<file path="src/rtl/discrete_filter_scheduler.sv">
`default_nettype none
// ============================================================================
// Module   : discrete_filter_scheduler
// Purpose  : Shares one multiplier across NUM_CH one-pole RC filters. Each
//            audio_clk_en tick starts one pass over every channel.
// Option   : DISCRETE_FILTER_SCHED_SATURATE_EN (clamp instead of wrap)
// Revision : 1.0
// ============================================================================
module discrete_filter_scheduler #(
    parameter int NUM_CH       = 4,
    parameter int SIGNAL_WIDTH = 16,
    parameter int COEF_WIDTH   = 16,
    localparam int C_ADDR_W    = (NUM_CH > 1) ? $clog2(NUM_CH) : 1
) (
    input  logic                           clk,
    input  logic                           I_RST,
    input  logic                           audio_clk_en,
    input  logic [NUM_CH*SIGNAL_WIDTH-1:0] in_flat,
    input  logic                           cfg_we,
    input  logic [C_ADDR_W-1:0]            cfg_addr,
    input  logic [COEF_WIDTH-1:0]          cfg_coef,
    input  logic                           cfg_hp,
    output logic [NUM_CH*SIGNAL_WIDTH-1:0] out_flat,
    output logic                           busy,
    output logic                           done,
    output logic                           overrun
);

    localparam int c_SW = SIGNAL_WIDTH;
    localparam int c_CW = COEF_WIDTH;
    localparam int c_PW = c_SW + c_CW + 2;

    localparam logic [2:0] c_ST_IDLE  = 3'd0;
    localparam logic [2:0] c_ST_FETCH = 3'd1;
    localparam logic [2:0] c_ST_MUL   = 3'd2;
    localparam logic [2:0] c_ST_WB    = 3'd3;
    localparam logic [2:0] c_ST_DONE  = 3'd4;

    localparam logic [C_ADDR_W-1:0] c_LAST_CH = C_ADDR_W'(NUM_CH - 1);

    logic [2:0]                r_state;
    logic [C_ADDR_W-1:0]       r_ch;
    logic signed [c_SW-1:0]    r_x   [NUM_CH];
    logic signed [c_SW-1:0]    r_y   [NUM_CH];
    logic signed [c_SW-1:0]    r_out [NUM_CH];
    logic [c_CW-1:0]           r_k_pend [NUM_CH];
    logic [c_CW-1:0]           r_k_act  [NUM_CH];
    logic [NUM_CH-1:0]         r_hp_pend;
    logic [NUM_CH-1:0]         r_hp_act;
    logic signed [c_SW:0]      r_diff;
    logic [c_CW-1:0]           r_k;
    logic signed [c_SW:0]      r_prod;
    logic                      r_done;
    logic                      r_overrun;

    logic signed [c_PW-1:0]    w_prod;
    logic signed [c_SW+1:0]    w_y_sum;
    logic signed [c_SW-1:0]    w_y_new;
    logic signed [c_SW+1:0]    w_hp_sum;
    logic signed [c_SW-1:0]    w_hp_out;
    logic                      w_unused_prod;
    logic                      w_cfg_ok;

    // k is a pure fraction, so the shifted product always fits in c_SW+1 bits
    assign w_prod        = c_PW'(r_diff) * c_PW'($signed({1'b0, r_k}));
    assign w_unused_prod = ^{w_prod[c_PW-1], w_prod[c_CW-1:0]};

    assign w_y_sum  = $signed({{2{r_y[r_ch][c_SW-1]}}, r_y[r_ch]}) + $signed({r_prod[c_SW], r_prod});
    assign w_hp_sum = $signed({{2{r_x[r_ch][c_SW-1]}}, r_x[r_ch]}) - $signed({{2{w_y_new[c_SW-1]}}, w_y_new});

`ifdef DISCRETE_FILTER_SCHED_SATURATE_EN
    localparam logic signed [c_SW+1:0] c_SAT_MAX = (c_SW+2)'((1 <<< (c_SW - 1)) - 1);
    localparam logic signed [c_SW+1:0] c_SAT_MIN = (c_SW+2)'(-(1 <<< (c_SW - 1)));

    function automatic logic signed [c_SW-1:0] f_sat(input logic signed [c_SW+1:0] v);
        if (v > c_SAT_MAX)      return c_SAT_MAX[c_SW-1:0];
        else if (v < c_SAT_MIN) return c_SAT_MIN[c_SW-1:0];
        else                    return v[c_SW-1:0];
    endfunction

    assign w_y_new  = f_sat(w_y_sum);
    assign w_hp_out = f_sat(w_hp_sum);
`else
    logic w_unused_wrap;
    assign w_y_new       = w_y_sum[c_SW-1:0];
    assign w_hp_out      = w_hp_sum[c_SW-1:0];
    assign w_unused_wrap = ^{w_y_sum[c_SW+1:c_SW], w_hp_sum[c_SW+1:c_SW]};
`endif

    assign w_cfg_ok = (32'(cfg_addr) < NUM_CH);

    // Pending bank accepts writes at any time; it only reaches the filters at a tick.
    always_ff @(posedge clk) begin
        if (I_RST) begin
            for (int i = 0; i < NUM_CH; i++) r_k_pend[i] <= '0;
            r_hp_pend <= '0;
        end else if (cfg_we && w_cfg_ok) begin
            r_k_pend[cfg_addr]  <= cfg_coef;
            r_hp_pend[cfg_addr] <= cfg_hp;
        end
    end

    always_ff @(posedge clk) begin
        if (I_RST) begin
            r_state   <= c_ST_IDLE;
            r_ch      <= '0;
            r_diff    <= '0;
            r_k       <= '0;
            r_prod    <= '0;
            r_done    <= 1'b0;
            r_overrun <= 1'b0;
            r_hp_act  <= '0;
            for (int i = 0; i < NUM_CH; i++) begin
                r_x[i]     <= '0;
                r_y[i]     <= '0;
                r_out[i]   <= '0;
                r_k_act[i] <= '0;
            end
        end else begin
            r_done <= 1'b0;
            if (audio_clk_en && (r_state != c_ST_IDLE)) r_overrun <= 1'b1;
            case (r_state)
                c_ST_IDLE: begin
                    if (audio_clk_en) begin
                        for (int i = 0; i < NUM_CH; i++) begin
                            r_x[i]     <= $signed(in_flat[i*c_SW +: c_SW]);
                            r_k_act[i] <= r_k_pend[i];
                        end
                        r_hp_act <= r_hp_pend;
                        r_ch     <= '0;
                        r_state  <= c_ST_FETCH;
                    end
                end
                c_ST_FETCH: begin
                    r_diff  <= $signed({r_x[r_ch][c_SW-1], r_x[r_ch]}) - $signed({r_y[r_ch][c_SW-1], r_y[r_ch]});
                    r_k     <= r_k_act[r_ch];
                    r_state <= c_ST_MUL;
                end
                c_ST_MUL: begin
                    r_prod  <= w_prod[c_SW+c_CW:c_CW];
                    r_state <= c_ST_WB;
                end
                c_ST_WB: begin
                    r_y[r_ch]   <= w_y_new;
                    r_out[r_ch] <= r_hp_act[r_ch] ? w_hp_out : w_y_new;
                    if (r_ch == c_LAST_CH) begin
                        r_done  <= 1'b1;
                        r_state <= c_ST_DONE;
                    end else begin
                        r_ch    <= r_ch + 1'b1;
                        r_state <= c_ST_FETCH;
                    end
                end
                c_ST_DONE: r_state <= c_ST_IDLE;
                default:   r_state <= c_ST_IDLE;
            endcase
        end
    end

    for (genvar gi = 0; gi < NUM_CH; gi++) begin : g_out
        assign out_flat[gi*c_SW +: c_SW] = r_out[gi];
    end

    assign busy    = (r_state != c_ST_IDLE);
    assign done    = r_done;
    assign overrun = r_overrun;

endmodule
`default_nettype wire

</file>
<file path="config.mk">
export PLATFORM = sky130hd
export DESIGN_NAME = discrete_filter_scheduler
export DESIGN_NICKNAME = d
export VERILOG_FILES = /design/src/rtl/discrete_filter_scheduler.sv
export SDC_FILE = /design/constraint.sdc
export NUM_CORES = 1
export LEC_CHECK = 0
export CAP_MARGIN = 20
export CELL_PAD_IN_SITES_DETAIL_PLACEMENT = 1
export CELL_PAD_IN_SITES_GLOBAL_PLACEMENT = 1
export CORE_ASPECT_RATIO = 0.7
export CORE_MARGIN = 10
export CORE_UTILIZATION = 53
export CTS_CLUSTER_SIZE = 8
export DETAILED_ROUTE_END_ITERATION = 6
export PLACE_DENSITY_LB_ADDON = 0.1
export SLEW_MARGIN = 5
export SYNTH_ARGS = -nofsm -noshare
export SYNTH_HDL_FRONTEND = slang
export SYNTH_SLANG_ARGS = --single-unit
</file>
<file path="constraint.sdc">
create_clock -name clk -period 10.25 [get_ports clk]
set_input_delay 2.05 -clock clk [delete_from_list [all_inputs] [get_ports clk]]
set_output_delay 2.05 -clock clk [all_outputs]
set_load 0.01 [all_outputs]
</file>
==> impl_metrics.env <==
export IMPL_cts_root_buf="clkbuf_16"
export IMPL_h_tree_depth=2
export IMPL_crit_end="r_prod[12]"
export IMPL_min_period_over_period=0.696
export IMPL_setup_violations=0
export IMPL_post_cts_resized=0
export IMPL_swShare=0.303
export IMPL_dieArea_um2=60900
export IMPL_synth_seq_cells=386
export IMPL_yosysUniqueCellTypes=66
export IMPL_rsz0062_at_grt="no"
export IMPL_final_core_util=0.611
export IMPL_holdWs_ns=0.465
export IMPL_synth_nets=2979
export IMPL_cp_start_kind="flip-flop"
export IMPL_multiInputGateArea_um2=14400
export IMPL_dr_pass1_iters=5
export IMPL_critPathKind="reg2reg"
export IMPL_netlist_instances=2497
export IMPL_cp_max_fo=18
export IMPL_via_per_inst=5.70
export IMPL_vdd_drop_max_v=0.000138
export IMPL_seq_power_share=0.431
export IMPL_die_h_um=210
export IMPL_critPathLaunch="r_k[9]"
export IMPL_numClockSinks=386
export IMPL_fmax_mhz=140
export IMPL_clockBufferDepth=3
export IMPL_dp_hpwl_mm=58.9
export IMPL_drtAntennaViolNets=0
export IMPL_grt_pass1_vias=21200
export IMPL_netlist_area_um2=27200
export IMPL_ys_flop_type="edfxtp_1"
export IMPL_rows=69
export IMPL_yosys_cell_count_top_type="inv_1"
export IMPL_cts_hold_buf=0
export IMPL_period_needed_ns=7.13
export IMPL_clock_latency_ns=0.63
export IMPL_finalWirelength_mm=79.4
export IMPL_remaining_drc_errors=0
export IMPL_drtIter0Drc=1649
export IMPL_status="completed"
export IMPL_hold_viol_final=0
export IMPL_avgSynthCellArea_um2=10.9
export IMPL_worst_endpoint_required_ns=10.76
export IMPL_reg2reg_from="r_k[9]"
export IMPL_cts_tree="done"
export IMPL_p_int_mw=3.19
export IMPL_hold_class="reg2reg"
export IMPL_core_area_um2=50800
export IMPL_port_buffers=153
export IMPL_synth_edff_count=320
export IMPL_synth_top_cell_by_area="edfxtp_1"
export IMPL_rr_endpoint="r_prod[12]"
export IMPL_reg2regPathDepth=20
export IMPL_synth_common_cells="inv_1 (386), edfxtp_1 (320), fa_1 (268)"
export IMPL_ys_warn_count=0
export IMPL_synth_area_leaders="edfxtp_1 (35%), fa_1 (20%), and2_1 (6.0%)"
export IMPL_finClkSkew_ns=0.0757
export IMPL_fillers=5289
export IMPL_p_switching_mw=1.38
export IMPL_initial_core_util=0.536
export IMPL_layout_nets=3098
export IMPL_postCtsSetupRepairBufs=0
export IMPL_leakage_nw=13.2
export IMPL_drv_slew=0
export IMPL_combPwrFrac=0.199
export IMPL_setup_tns_ns=0
export IMPL_netlist_area_leader_share=0.353
export IMPL_wl_per_cell_um=23.8
export IMPL_arrival_ns=7.65
export IMPL_routabilityCongestion=0.880
export IMPL_grt_usage=0.260
export IMPL_n_antenna_cell=0
export IMPL_final_layout_size_suffix_gt1_frac=0.0602
export IMPL_grt_max_degree=89
export IMPL_worst_slew_pin_slew_ns=1.12
export IMPL_grt_pass1_wl_mm=124
export IMPL_cts_buffers_inserted=54
export IMPL_vias=19000
export IMPL_clock_power_share=0.370
export IMPL_clkTransAtPathRegs_ns=0.05
export IMPL_io_pins=154
export IMPL_synthToLayoutAreaGrowth_pct=13.9
export IMPL_synth_seq_area_share=0.402
export IMPL_regToRegSetupSlack_ns=3.12
export IMPL_ff_latch_area_um2=10900
export IMPL_maxSlewHeadroom=0.252
export IMPL_overflow=0
export IMPL_die_w_um=291
export IMPL_cap_violations=0
export IMPL_synthArstFlopShare=0
export IMPL_p_per_area_nw_per_um2=147
export IMPL_worstSetupEndpointType="flip-flop"
export IMPL_antenna_found_initial=2
critical path, stage by stage (launching register included):
cell and delay (ns):
dfxtp_1 0.96, nand2_1 0.20, fa_1 0.56, inv_1 0.06
fa_1 0.52, inv_1 0.07, fa_1 0.53, inv_1 0.05
fa_1 0.40, fa_1 0.51, inv_1 0.05, fa_1 0.48
inv_1 0.04, ha_1 0.33, o211ai_1 0.14, o21ai_0 0.75
o2111ai_4 0.21, a211oi_2 0.45, o31a_1 0.30, xnor2_1 0.09
a211oi_1 0.30
how the worst min path moves through the flow:
stage | slack [ns] | depth (start not counted) | from | endpoint
floorplan | 0.44 | 2 | r_hp_act[0] | r_hp_act[0]
global placement | 0.44 | 2 | r_k[15] | r_k[15]
detailed placement | 0.45 | 2 | r_k[15] | r_k[15]
CTS | 0.47 | 2 | r_hp_act[3] | r_hp_act[3]
global route | 0.49 | 2 | r_prod[7] | r_prod[7]
finish | 0.46 | 2 | r_hp_act[3] | r_hp_act[3]
per-stage QoR:
stage / setup slack (ns) / instances / power [mW] / area (um2)
floorplan: 4.07 / 2497 / 2.54 / 27200
global placement: 3.42 / 3230 / 2.83 / 29400
detailed placement: 3.22 / 3230 / 2.89 / 29400
CTS: 3.19 / 3326 / 4.57 / 30900
global route: 2.96 / 3330 / 4.76 / 31000
finish: 3.12 / 3330 / 4.57 / 31000
layout make-up:
class                   count  share of cell area
well taps                 674              0.0272
clock buffers              92              0.0482
inverters                 386              0.0467
clock inverters             4             0.00274
flip-flops and latches    386               0.353
multi-input cells        1605               0.465
repair buffers            183              0.0578
flip-flops by register name, summed over array words and instances (netlist names), named ones only:
name	cells
done	1
r_state	3
overrun	1
r_k_act	64
r_k_pend	64
r_prod	16
r_hp_pend	4
r_ch	2
r_x	64
r_diff	17
r_out	64
r_k	16
r_y	64
r_hp_act	4
placed cells by master, fill, tap and decap left out, types with 12 or more instances in the layout:
cell type and count:
o21ai_1 15, ha_1 127, mux4_2 48, inv_1 386, clkbuf_1 38, xor2_1 15
edfxtp_1 320, nor2_1 188, nand3_1 28, o21a_1 16, mux2i_1 12, nand2_1 259
nor3_1 51, nand2b_1 17, o21ai_0 25, clkbuf_16 54, xnor2_1 32, a21oi_1 71
dfxtp_1 65, clkdlybuf4s50_1 152, or3_1 15, buf_4 27, and2_1 260, fa_1 268
a21o_1 15
power by group through the flow:
stage	Combinational, mW	Sequential [mW]	Clock, mW
final	0.910	1.97	1.69
after global routing	0.998	1.99	1.78
after CTS	0.896	1.97	1.71
after detailed placement	0.886	2.00	0
after global placement	0.847	1.98	0
after floorplan	0.620	1.92	0
cells by family after synthesis:
group | after synthesis | synth area share
buffers and inverters | 506 | 0.0699
muxes | 64 | 0.0458
adders and majority gates | 395 | 0.256
AOI/OAI and AO/OA | 218 | 0.0529
xor gates and xnor gates | 47 | 0.0151
DFF | 386 | 0.402
and+or+nand+nor | 881 | 0.159
routing by layer:
layer	routed length (um)	vias up	track usage
li1	-	8387	-
met1	35200	9845	0.367
met2	36900	668	0.414
met3	6070	88	0.0489
met4	1230	0	0.0552
met5	0	-	0
Note: power is estimated with default switching activity, not from simulation.
